<file path="config.mk">
export PLATFORM = sky130hd
export DESIGN_NAME = pipeline_ctrl_flat
export DESIGN_NICKNAME = d
export VERILOG_FILES = /design/src/rtl/pipeline_ctrl_if.sv /design/src/rtl/pipeline_ctrl.sv /design/src/flat_wrapper.sv
export SDC_FILE = /design/constraint.sdc
export NUM_CORES = 1
export LEC_CHECK = 0
export ABC_AREA = 1
export CORE_UTILIZATION = 55
export CTS_CLUSTER_SIZE = 8
export DETAILED_ROUTE_END_ITERATION = 10
export DONT_BUFFER_PORTS = 1
export PLACE_DENSITY_LB_ADDON = 0.15
export REMOVE_ABC_BUFFERS = 1
export SYNTH_ARGS = -nofsm -noshare
export SYNTH_HDL_FRONTEND = slang
export SYNTH_SLANG_ARGS = --single-unit
</file>
<file path="constraint.sdc">
create_clock -name clk -period 1.82 [get_ports clk]
set_input_delay 0.273 -clock clk [delete_from_list [all_inputs] [get_ports clk]]
set_output_delay 0.273 -clock clk [all_outputs]
set_load 0.03 [all_outputs]
</file>
<file path="src/rtl/pipeline_ctrl_if.sv">
// Hazard/memory request inputs and per-stage load/bubble controls
// exchanged between the hazard unit, data memory and pipeline_ctrl.
//   master: drives hazard/memory requests, receives stage controls
//   slave : the controller; consumes requests, drives stage controls
interface pipeline_ctrl_if;
    logic stall_ifid;
    logic stall_idex;
    logic flush_ifid;
    logic dmem_req;
    logic dmem_ready;
    logic pc_we;
    logic ifid_we;
    logic idex_we;
    logic exmem_we;
    logic memwb_we;
    logic ifid_flush;
    logic idex_bubble;
    logic exmem_bubble;
    logic memwb_bubble;

    modport master (
        output stall_ifid, stall_idex, flush_ifid,
        output dmem_req, dmem_ready,
        input  pc_we, ifid_we, idex_we, exmem_we, memwb_we,
        input  ifid_flush, idex_bubble, exmem_bubble, memwb_bubble
    );

    modport slave (
        input  stall_ifid, stall_idex, flush_ifid,
        input  dmem_req, dmem_ready,
        output pc_we, ifid_we, idex_we, exmem_we, memwb_we,
        output ifid_flush, idex_bubble, exmem_bubble, memwb_bubble
    );
endinterface

</file>
<file path="src/rtl/pipeline_ctrl.sv">
// Pipeline sequencing controller: turns hazard and data-memory wait
// requests into register write-enables and bubble/flush controls.
//   clk, rst     : clock, synchronous active-high reset
//   bus (slave)  : hazard/memory requests in, stage controls out
//   state        : IDLE=0, RUN=1, MWAIT=2
//   mem_err      : sticky memory-wait timeout flag
//   retired_cnt  : saturating count of instructions leaving MEM/WB
//   stall_cnt    : saturating count of cycles with the PC held
module pipeline_ctrl #(
    parameter int CNT_W       = 16,
    parameter int MEM_TIMEOUT = 15
) (
    input  logic             clk,
    input  logic             rst,
    pipeline_ctrl_if.slave   bus,
    output logic [1:0]       state,
    output logic             mem_err,
    output logic [CNT_W-1:0] retired_cnt,
    output logic [CNT_W-1:0] stall_cnt
);

    typedef enum logic [1:0] {
        IDLE  = 2'd0,
        RUN   = 2'd1,
        MWAIT = 2'd2
    } state_t;

    localparam int MW_LOG = $clog2(MEM_TIMEOUT + 1);
    localparam int MW_W   = (MW_LOG > 4) ? MW_LOG : 4;
    localparam logic [MW_W-1:0]  MW_MAX  = MW_W'(MEM_TIMEOUT);
    localparam logic [CNT_W-1:0] CNT_MAX = '1;

    state_t          state_q, state_d;
    logic [MW_W-1:0] mwait_q, mwait_d;
    logic            err_set;
    logic            v_ifid, v_idex, v_exmem, v_memwb;

    logic pc_we, ifid_we, idex_we, exmem_we, memwb_we;
    logic ifid_flush, idex_bubble, exmem_bubble, memwb_bubble;

    always_comb begin
        state_d      = state_q;
        mwait_d      = mwait_q;
        err_set      = 1'b0;
        pc_we        = 1'b0;
        ifid_we      = 1'b0;
        idex_we      = 1'b0;
        exmem_we     = 1'b0;
        memwb_we     = 1'b0;
        ifid_flush   = 1'b0;
        idex_bubble  = 1'b0;
        exmem_bubble = 1'b0;
        memwb_bubble = 1'b0;

        unique case (state_q)
            IDLE: state_d = RUN;
            RUN: begin
                // Memory wait outranks load-use stalls, which outrank
                // the flush; a flush lost here is re-presented upstream.
                if (bus.dmem_req && !bus.dmem_ready) begin
                    memwb_we     = 1'b1;
                    memwb_bubble = 1'b1;
                    state_d      = MWAIT;
                    mwait_d      = MW_W'(1);
                end else if (bus.stall_idex) begin
                    exmem_we     = 1'b1;
                    exmem_bubble = 1'b1;
                    memwb_we     = 1'b1;
                end else if (bus.stall_ifid) begin
                    idex_we     = 1'b1;
                    idex_bubble = 1'b1;
                    exmem_we    = 1'b1;
                    memwb_we    = 1'b1;
                end else begin
                    pc_we      = 1'b1;
                    ifid_we    = 1'b1;
                    idex_we    = 1'b1;
                    exmem_we   = 1'b1;
                    memwb_we   = 1'b1;
                    ifid_flush = bus.flush_ifid;
                end
            end
            MWAIT: begin
                if (bus.dmem_ready || mwait_q == MW_MAX) begin
                    pc_we    = 1'b1;
                    ifid_we  = 1'b1;
                    idex_we  = 1'b1;
                    exmem_we = 1'b1;
                    memwb_we = 1'b1;
                    err_set  = !bus.dmem_ready;
                    state_d  = RUN;
                end else begin
                    memwb_we     = 1'b1;
                    memwb_bubble = 1'b1;
                    mwait_d      = mwait_q + MW_W'(1);
                end
            end
            default: state_d = IDLE;
        endcase

        if (rst) begin
            pc_we        = 1'b0;
            ifid_we      = 1'b0;
            idex_we      = 1'b0;
            exmem_we     = 1'b0;
            memwb_we     = 1'b0;
            ifid_flush   = 1'b0;
            idex_bubble  = 1'b0;
            exmem_bubble = 1'b0;
            memwb_bubble = 1'b0;
        end
    end

    always_ff @(posedge clk) begin
        if (rst) begin
            state_q     <= IDLE;
            mwait_q     <= '0;
            mem_err     <= 1'b0;
            v_ifid      <= 1'b0;
            v_idex      <= 1'b0;
            v_exmem     <= 1'b0;
            v_memwb     <= 1'b0;
            retired_cnt <= '0;
            stall_cnt   <= '0;
        end else begin
            state_q <= state_d;
            mwait_q <= mwait_d;
            if (err_set)
                mem_err <= 1'b1;
            if (ifid_we)
                v_ifid <= !ifid_flush;
            if (idex_we)
                v_idex <= v_ifid && !idex_bubble;
            if (exmem_we)
                v_exmem <= v_idex && !exmem_bubble;
            if (memwb_we)
                v_memwb <= v_exmem && !memwb_bubble;
            if (v_memwb && state_q != IDLE && retired_cnt != CNT_MAX)
                retired_cnt <= retired_cnt + CNT_W'(1);
            if (!pc_we && (state_q == RUN || state_q == MWAIT) &&
                stall_cnt != CNT_MAX)
                stall_cnt <= stall_cnt + CNT_W'(1);
        end
    end

    assign state            = state_q;
    assign bus.pc_we        = pc_we;
    assign bus.ifid_we      = ifid_we;
    assign bus.idex_we      = idex_we;
    assign bus.exmem_we     = exmem_we;
    assign bus.memwb_we     = memwb_we;
    assign bus.ifid_flush   = ifid_flush;
    assign bus.idex_bubble  = idex_bubble;
    assign bus.exmem_bubble = exmem_bubble;
    assign bus.memwb_bubble = memwb_bubble;

endmodule

</file>
<file path="src/flat_wrapper.sv">
// flat-port wrapper written by rule: the top's interface ports become plain ports
module pipeline_ctrl_flat 
#(
    parameter int CNT_W       = 16,
    parameter int MEM_TIMEOUT = 15
)
  (clk, rst, state, mem_err, retired_cnt, stall_cnt, bus_stall_ifid, bus_stall_idex, bus_flush_ifid, bus_dmem_req, bus_dmem_ready, bus_pc_we, bus_ifid_we, bus_idex_we, bus_exmem_we, bus_memwb_we, bus_ifid_flush, bus_idex_bubble, bus_exmem_bubble, bus_memwb_bubble);
  pipeline_ctrl_if bus_i ();
  input  logic clk;
  input  logic rst;
  output logic [1:0] state;
  output logic mem_err;
  output logic [CNT_W-1:0] retired_cnt;
  output logic [CNT_W-1:0] stall_cnt;
  input wire logic [$bits(bus_i.stall_ifid)-1:0] bus_stall_ifid;
  input wire logic [$bits(bus_i.stall_idex)-1:0] bus_stall_idex;
  input wire logic [$bits(bus_i.flush_ifid)-1:0] bus_flush_ifid;
  input wire logic [$bits(bus_i.dmem_req)-1:0] bus_dmem_req;
  input wire logic [$bits(bus_i.dmem_ready)-1:0] bus_dmem_ready;
  output wire logic [$bits(bus_i.pc_we)-1:0] bus_pc_we;
  output wire logic [$bits(bus_i.ifid_we)-1:0] bus_ifid_we;
  output wire logic [$bits(bus_i.idex_we)-1:0] bus_idex_we;
  output wire logic [$bits(bus_i.exmem_we)-1:0] bus_exmem_we;
  output wire logic [$bits(bus_i.memwb_we)-1:0] bus_memwb_we;
  output wire logic [$bits(bus_i.ifid_flush)-1:0] bus_ifid_flush;
  output wire logic [$bits(bus_i.idex_bubble)-1:0] bus_idex_bubble;
  output wire logic [$bits(bus_i.exmem_bubble)-1:0] bus_exmem_bubble;
  output wire logic [$bits(bus_i.memwb_bubble)-1:0] bus_memwb_bubble;
  assign bus_i.stall_ifid = bus_stall_ifid;
  assign bus_i.stall_idex = bus_stall_idex;
  assign bus_i.flush_ifid = bus_flush_ifid;
  assign bus_i.dmem_req = bus_dmem_req;
  assign bus_i.dmem_ready = bus_dmem_ready;
  assign bus_pc_we = bus_i.pc_we;
  assign bus_ifid_we = bus_i.ifid_we;
  assign bus_idex_we = bus_i.idex_we;
  assign bus_exmem_we = bus_i.exmem_we;
  assign bus_memwb_we = bus_i.memwb_we;
  assign bus_ifid_flush = bus_i.ifid_flush;
  assign bus_idex_bubble = bus_i.idex_bubble;
  assign bus_exmem_bubble = bus_i.exmem_bubble;
  assign bus_memwb_bubble = bus_i.memwb_bubble;
  pipeline_ctrl #(.CNT_W(CNT_W), .MEM_TIMEOUT(MEM_TIMEOUT)) u_core (.clk(clk), .rst(rst), .bus(bus_i), .state(state), .mem_err(mem_err), .retired_cnt(retired_cnt), .stall_cnt(stall_cnt));
endmodule
</file>
**Word-level counts from Yosys, hierarchy flattened**

Cells that the tools add are included.

- Equal/unequal tests: 8
- Reductions and logical operators: 22
- Mux-type cells: 41
- Add/subtract/negate cells: 3

Operator list:

| operator | count |
|---|---|
| $add A16 B1 Y16 const B | 2 |
| $ne A16 B16 Y1 const B | 2 |
| $mux W1 | 31 |
| $logic_and A1 B1 Y1 | 8 |
| $mux W4 | 2 |
| $pmux W1 S2 | 4 |
| $pmux W4 S2 | 1 |
| $logic_not A1 Y1 | 6 |
| $pmux W2 S3 | 1 |
| $add A4 B1 Y4 const B | 1 |
| $eq A4 B4 Y1 const B | 1 |
| $mux W2 | 2 |
| $ne A2 B1 Y1 const B | 2 |
| $reduce_bool A2 Y1 | 2 |
| $reduce_and A3 Y1 | 1 |
| $eq A2 B1 Y1 const B | 1 |
| $eq A2 B2 Y1 const B | 1 |
| $logic_not A2 Y1 | 1 |
| $logic_or A1 B1 Y1 | 2 |
| $ne A2 B2 Y1 const B | 1 |
| $reduce_and A2 Y1 | 1 |
| $reduce_or A2 Y1 | 1 |

- Flip-flop bits (word level): 43
- Input bits: 7
- Logic and storage cells: 83
- Output and inout bits: 44

**Depth between registers and ports, before layout**

Gate-level depths: netlist of run 1.

- Depth in word-level cells: 8
- Gate-level depth with buffers: 11
- Depth with buffers taken out: 10

**Worst setup path after synthesis of run 1**

No wires, ideal clock.

- Path type: register to register
- Start point: reg u_core.state_q[0], in the netlist u_core.state[0]
- End point: reg u_core.stall_cnt[1]
- Required time: 1704 ps
- Data arrival time: 2377 ps
- Clock period less this slack: 2493 ps
- Library setup time: 116 ps
- Buffers on the path: 2
- Setup slack: -673 ps
- Stages on the path, launching flop included: 12
- Cells stage by stage: dfxtp_1 -> inv_1 -> ha_1 -> buf_4 -> inv_1 -> nor2_2 -> inv_1 -> a21oi_2 -> nor2_1 -> buf_2 -> nor2_1 -> nor2_1

- Longest elaborated chain between the ends: 6
- Elaborated cells between the ends (all ways): 8
- Those cells by class: eq/ne (2); mux (2); reduce/logical (4)

RTL lines:

| item | RTL line | source |
|---|---|---|
| start, declared | pipeline_ctrl.sv:33 | `state_t state_q, state_d;` |
| start signal, assigned | pipeline_ctrl.sv:126 | `state_q <= state_d;` |
| $eq A2 B2 Y1 / $eq A2 B1 Y1 (equally long branches) | -- |  |
| $pmux W1 S2 (*) | -- |  |
| $mux W1 (*) | -- |  |
| net bus_ifid_we | flat_wrapper.sv:21 | `output wire logic [$bits(bus_i.ifid_we)-1:0] bus_ifid_we;` |
| $logic_not A1 Y1 (*) | pipeline_ctrl.sv:140 | `if (!pc_we && (state_q == RUN \|\| state_q == MWAIT) &&` |
| $logic_and A1 B1 Y1 (*) (2 in series) | pipeline_ctrl.sv:140 |  |
| end signal, assigned | pipeline_ctrl.sv:142 | `stall_cnt <= stall_cnt + CNT_W'(1);` |
| end, declared | pipeline_ctrl.sv:19 | `output logic [CNT_W-1:0] stall_cnt` |

Mark *: on every way through the listed nets, which the timed path passes. The rest lies on a longest branch.
A chain may end at the register's enable or synchronous reset.

**Final worst setup path of run 1**

- Start point: reg u_core.state_q[1], in the netlist u_core.state[1]
- End point: out bus_ifid_we

- Longest elaborated chain between the ends: 3
- Elaborated cells between the ends (all ways): 4
- Those cells by class: eq/ne (2); mux (2)

RTL lines:

| item | RTL line | source |
|---|---|---|
| $eq A2 B2 Y1 / $eq A2 B1 Y1 (equally long branches) | pipeline_ctrl.sv:55 | `unique case (state_q)` |
| $pmux W1 S2 (*) | pipeline_ctrl.sv:55 |  |
| $mux W1 (*) | pipeline_ctrl.sv:101 | `if (rst) begin` |
| end, declared | flat_wrapper.sv:21 |  |

Every way passes the cells marked *; elsewhere a longest branch is shown, timed or not.

==> summary.txt, run 1 <==
Routing
  • Final wirelength: 6.039 mm
  • Vias per inst: 5.394
  • First-iteration detailed-routing DRC count: 111
  • Post-route ant nets: 0
  • Pre-Repair DR Iteration Count: 4
  • Vias: 2,600
  • DRC viols: 0
  • WL/cell: 12.53 µm

Global routing
  • GR Util met3: 6.205%
  • Largest net degree at the start of global routing: 34
  • GR Util met2: 41.56%
  • First-pass GRT wire length: 10.09 mm
  • Total global routing overflow: 0
  • Antenna violations before repair: 0
  • All-Layer GR Usage: 25.28%
  • Vias in the first global route: 2,315
  • Gr busiest metal: met2
  • Met1 Resource Use GR: 33.09%

Floorplan
  • Die width: 69.98 µm
  • IO Count: 51
  • Placement row count: 24
  • Initial Util: 57.96%
  • Die Y: 69.98 µm
  • Core footprint: 0.004384 mm²
  • Die area: 0.004897 mm²

Logic synthesis
  • Post-Synthesis Cells: 381
  • Netlist cell types: 32
  • Number of synthesized flops with an enable pin: 0
  • Ys async rst share: 0%
  • Top cell type's share of synthesized area: 33.87%
  • Top cell type by total area after synthesis: dfxtp_1
  • Ys flop type: dfxtp_1
  • Number of synthesized register bits: 43
  • Area of the mapped netlist: 0.002541 mm²
  • Synthesis warning total: 0
  • Synth area leaders: dfxtp_1 34%, nand2_1 17%, nor2_1 6.6%
  • Sequential share of the synthesized area: 33.87%
  • Mean Syn Cell Area: 6.670 µm²

Layout
  • Final Core Density: 72.12%
  • Antenna Cells: 0
  • Fraction of layout cells with a size suffix above 1: 23.72%
  • Fin nets: 443
  • Area grow syn2layout: 24.42%
  • Fillers: 365

STA
  • Final count of hold timing violations: 0
  • WHS: 38.07 ps
  • Fmax: 556.1 MHz
  • Clock skew: 4.822 ps
  • Setup ws final: 21.84 ps
  • Worst slew pin tran: 464.9 ps
  • Max Transition Viols Final: 0
  • Endpoints failing setup: 0
  • RSZ-0062 raised after global routing: yes
  • Crit share post-route: 98.80%
  • Rel. slew slack: 68.98%
  • Crit path time final: 1798 ps

Worst setup path
  • Req. time, crit path: 1550 ps
  • Arr. time, crit path: 1530 ps
  • Crit. End Element: primary output
  • Worst-path maximum fanout: 3
  • Crit path launch type: flip-flop
  • Kind of critical path: flip-flop to primary output

Placed design
  • Routability Congestion: 0.9089
  • Pre-CTS worst setup slack: -113.0 ps
  • Dpl hpwl: 4.229 mm
  • PortBufs: 0

Run status
  • Status: completed

Power
  • Combinational power share: 40.9%
  • Psw: 1.171 mW
  • Peak supply drop: 0.6194 mV
  • Pwr per Cell Area: 955.5 mW/mm²
  • Internal Power: 1.850 mW
  • Seq pwr share: 35.0%
  • Static Leakage: 1.294 nW
  • Sw Share: 38.76%
  • Clk network pwr share: 24.1%

Flow run
  • Maximum Capacitance Violations: 0

Clocking
  • Clock sinks: 43
  • CTS tree: yes
  • Max H-tree Level: 2
  • Clk buf depth: 2
  • Clk pin slew, worst setup/hold paths: 80 ps
  • Worst-Skew Late Latency: 290 ps
  • Root Buffer Master: clkbuf_8
  • Clock buffer count from CTS: 5

Worst hold path
  • Hold crit path type: primary input to flip-flop
## power groups by stage
stage | logic [mW] | clock network, mW | registers [mW]
global route | 1.35 | 0.765 | 1.07
global placement | 0.954 | 0 | 1.06
CTS | 1.08 | 0.740 | 1.05
detailed placement | 0.961 | 0 | 1.07
floorplan | 0.552 | 0 | 1.17
finish | 1.24 | 0.727 | 1.06
## cell usage in the layout, fill, tap and decap left out, types with 2 or more instances in the layout
cell type and count:
nand3b_1 3, nand4_1 10, clkbuf_8 5, nor2_2 4, ha_4 2, o21ai_0 12, inv_4 5, nand2_1 108
ha_2 2, nand2_2 6, o21bai_1 2, a21oi_1 31, ha_1 2, nor3_1 7, xor2_1 7, nor2_1 42
nor2_4 3, buf_6 2, inv_2 3, buf_4 50, buf_8 2, nand3_1 22, inv_1 31, dfxtp_2 4
nand3_2 6, xnor2_1 7, dfxtp_1 39
## logic make-up after synthesis
logic type | after synthesis | synth area share (%)
simple gates | 216 | 37.96
buf+inv | 52 | 9.453
compound gates | 49 | 10.54
fa+ha+maj | 6 | 2.954
xor+xnor | 14 | 4.825
mux | 1 | 0.3939
flops | 43 | 33.88
## critical path, stage by stage (launching register included)
cell	delay, ps
dfxtp_2	350
inv_2	60
ha_4	280
inv_4	40
nor2_4	100
inv_2	70
a21oi_4	150
buf_8	180
## what timing repair did
item | in CTS | in global routing
setup endpoints to repair | 17 | 9
buffers inserted | 3 | 4
gates resized for setup | 21 | 19
pin swaps | 3 | 6
hold buffers | 0 | 0
cloned | 0 | 0
## worst paths after layout
check / to / slack [ps] / cells past startpoint / from
worst max-delay path: bus_ifid_we / 20 / 7 / u_core.state[1]
worst min-delay path: u_core.mwait_q[1] / 40 / 1 / rst
worst max register to register: u_core.stall_cnt[1] / 130 / 8 / u_core.state[0]
worst min register to register: u_core.v_idex / 470 / 2 / u_core.v_idex
## synthesized netlist by cell type, types with 3 or more instances
master    number
nor3_1         7
o21ai_0       12
nand3_2        4
xnor2_1        7
nand2_1      113
dfxtp_1       43
clkbuf_1       5
buf_6          3
nor2_1        45
nand3b_1       3
a21oi_1       32
ha_1           6
xor2_1         7
inv_1         38
nand4_1       10
nand3_1       24
## state kept, by name, indices dropped and copies added, names as in the netlist
name,flops
u_core.mwait_q,4
u_core.v_memwb,1
u_core.v_ifid,1
u_core.v_idex,1
u_core.retired_cnt,16
u_core.mem_err,1
u_core.state,2
u_core.v_exmem,1
u_core.stall_cnt,16
## per-layer routing
layer,share of wire (%),wire [µm]
met2,47,2822
met4,0.94,57
met1,47,2809
met5,0,0
met3,5.8,349
## area by class of cell
class                      count  area (µm²)  area share (%)
clock buffer                   6       72.57           2.295
clock inverter                 1       30.03          0.9497
inverter                      39       158.9           5.026
multi-input combinational    286        1521           48.12
sequential                    43       865.8           27.38
tap                           52       65.06           2.058
timing repair buffer          55       447.9           14.17
## stage by stage
step                instance area, µm²  total power [mW]  TNS, ps  std cells
floorplan                         2450             1.722   -16740        368
global placement                  2888             2.017   -130.0        468
detailed placement                2888             2.028   -919.3        468
CTS                               3063             2.871   -2.420        478
global route                      3162             3.180   -167.5        482
finish                            3162             3.021        0        482
Note: power is estimated with default switching activity, not from simulation.
==> run 2: changes to the inputs <==
--- a/config.mk
+++ b/config.mk
@@ -7,7 +7,7 @@
 export LEC_CHECK = 0
 export ABC_AREA = 1
 export CORE_UTILIZATION = 55
-export CTS_CLUSTER_SIZE = 8
+export CTS_CLUSTER_SIZE = 28
 export DETAILED_ROUTE_END_ITERATION = 10
 export DONT_BUFFER_PORTS = 1
 export PLACE_DENSITY_LB_ADDON = 0.15
==> results of run 2 <==
Final layout, timing and power as in run 1 (identical DEF).
==> run 3: changes to the inputs <==
--- a/config.mk
+++ b/config.mk
@@ -6,8 +6,8 @@
 export NUM_CORES = 1
 export LEC_CHECK = 0
 export ABC_AREA = 1
+export CAP_MARGIN = 5
 export CORE_UTILIZATION = 55
-export CTS_CLUSTER_SIZE = 28
 export DETAILED_ROUTE_END_ITERATION = 10
 export DONT_BUFFER_PORTS = 1
 export PLACE_DENSITY_LB_ADDON = 0.15
==> results of run 3 <==
Final layout, timing and power as in run 1 (identical DEF).
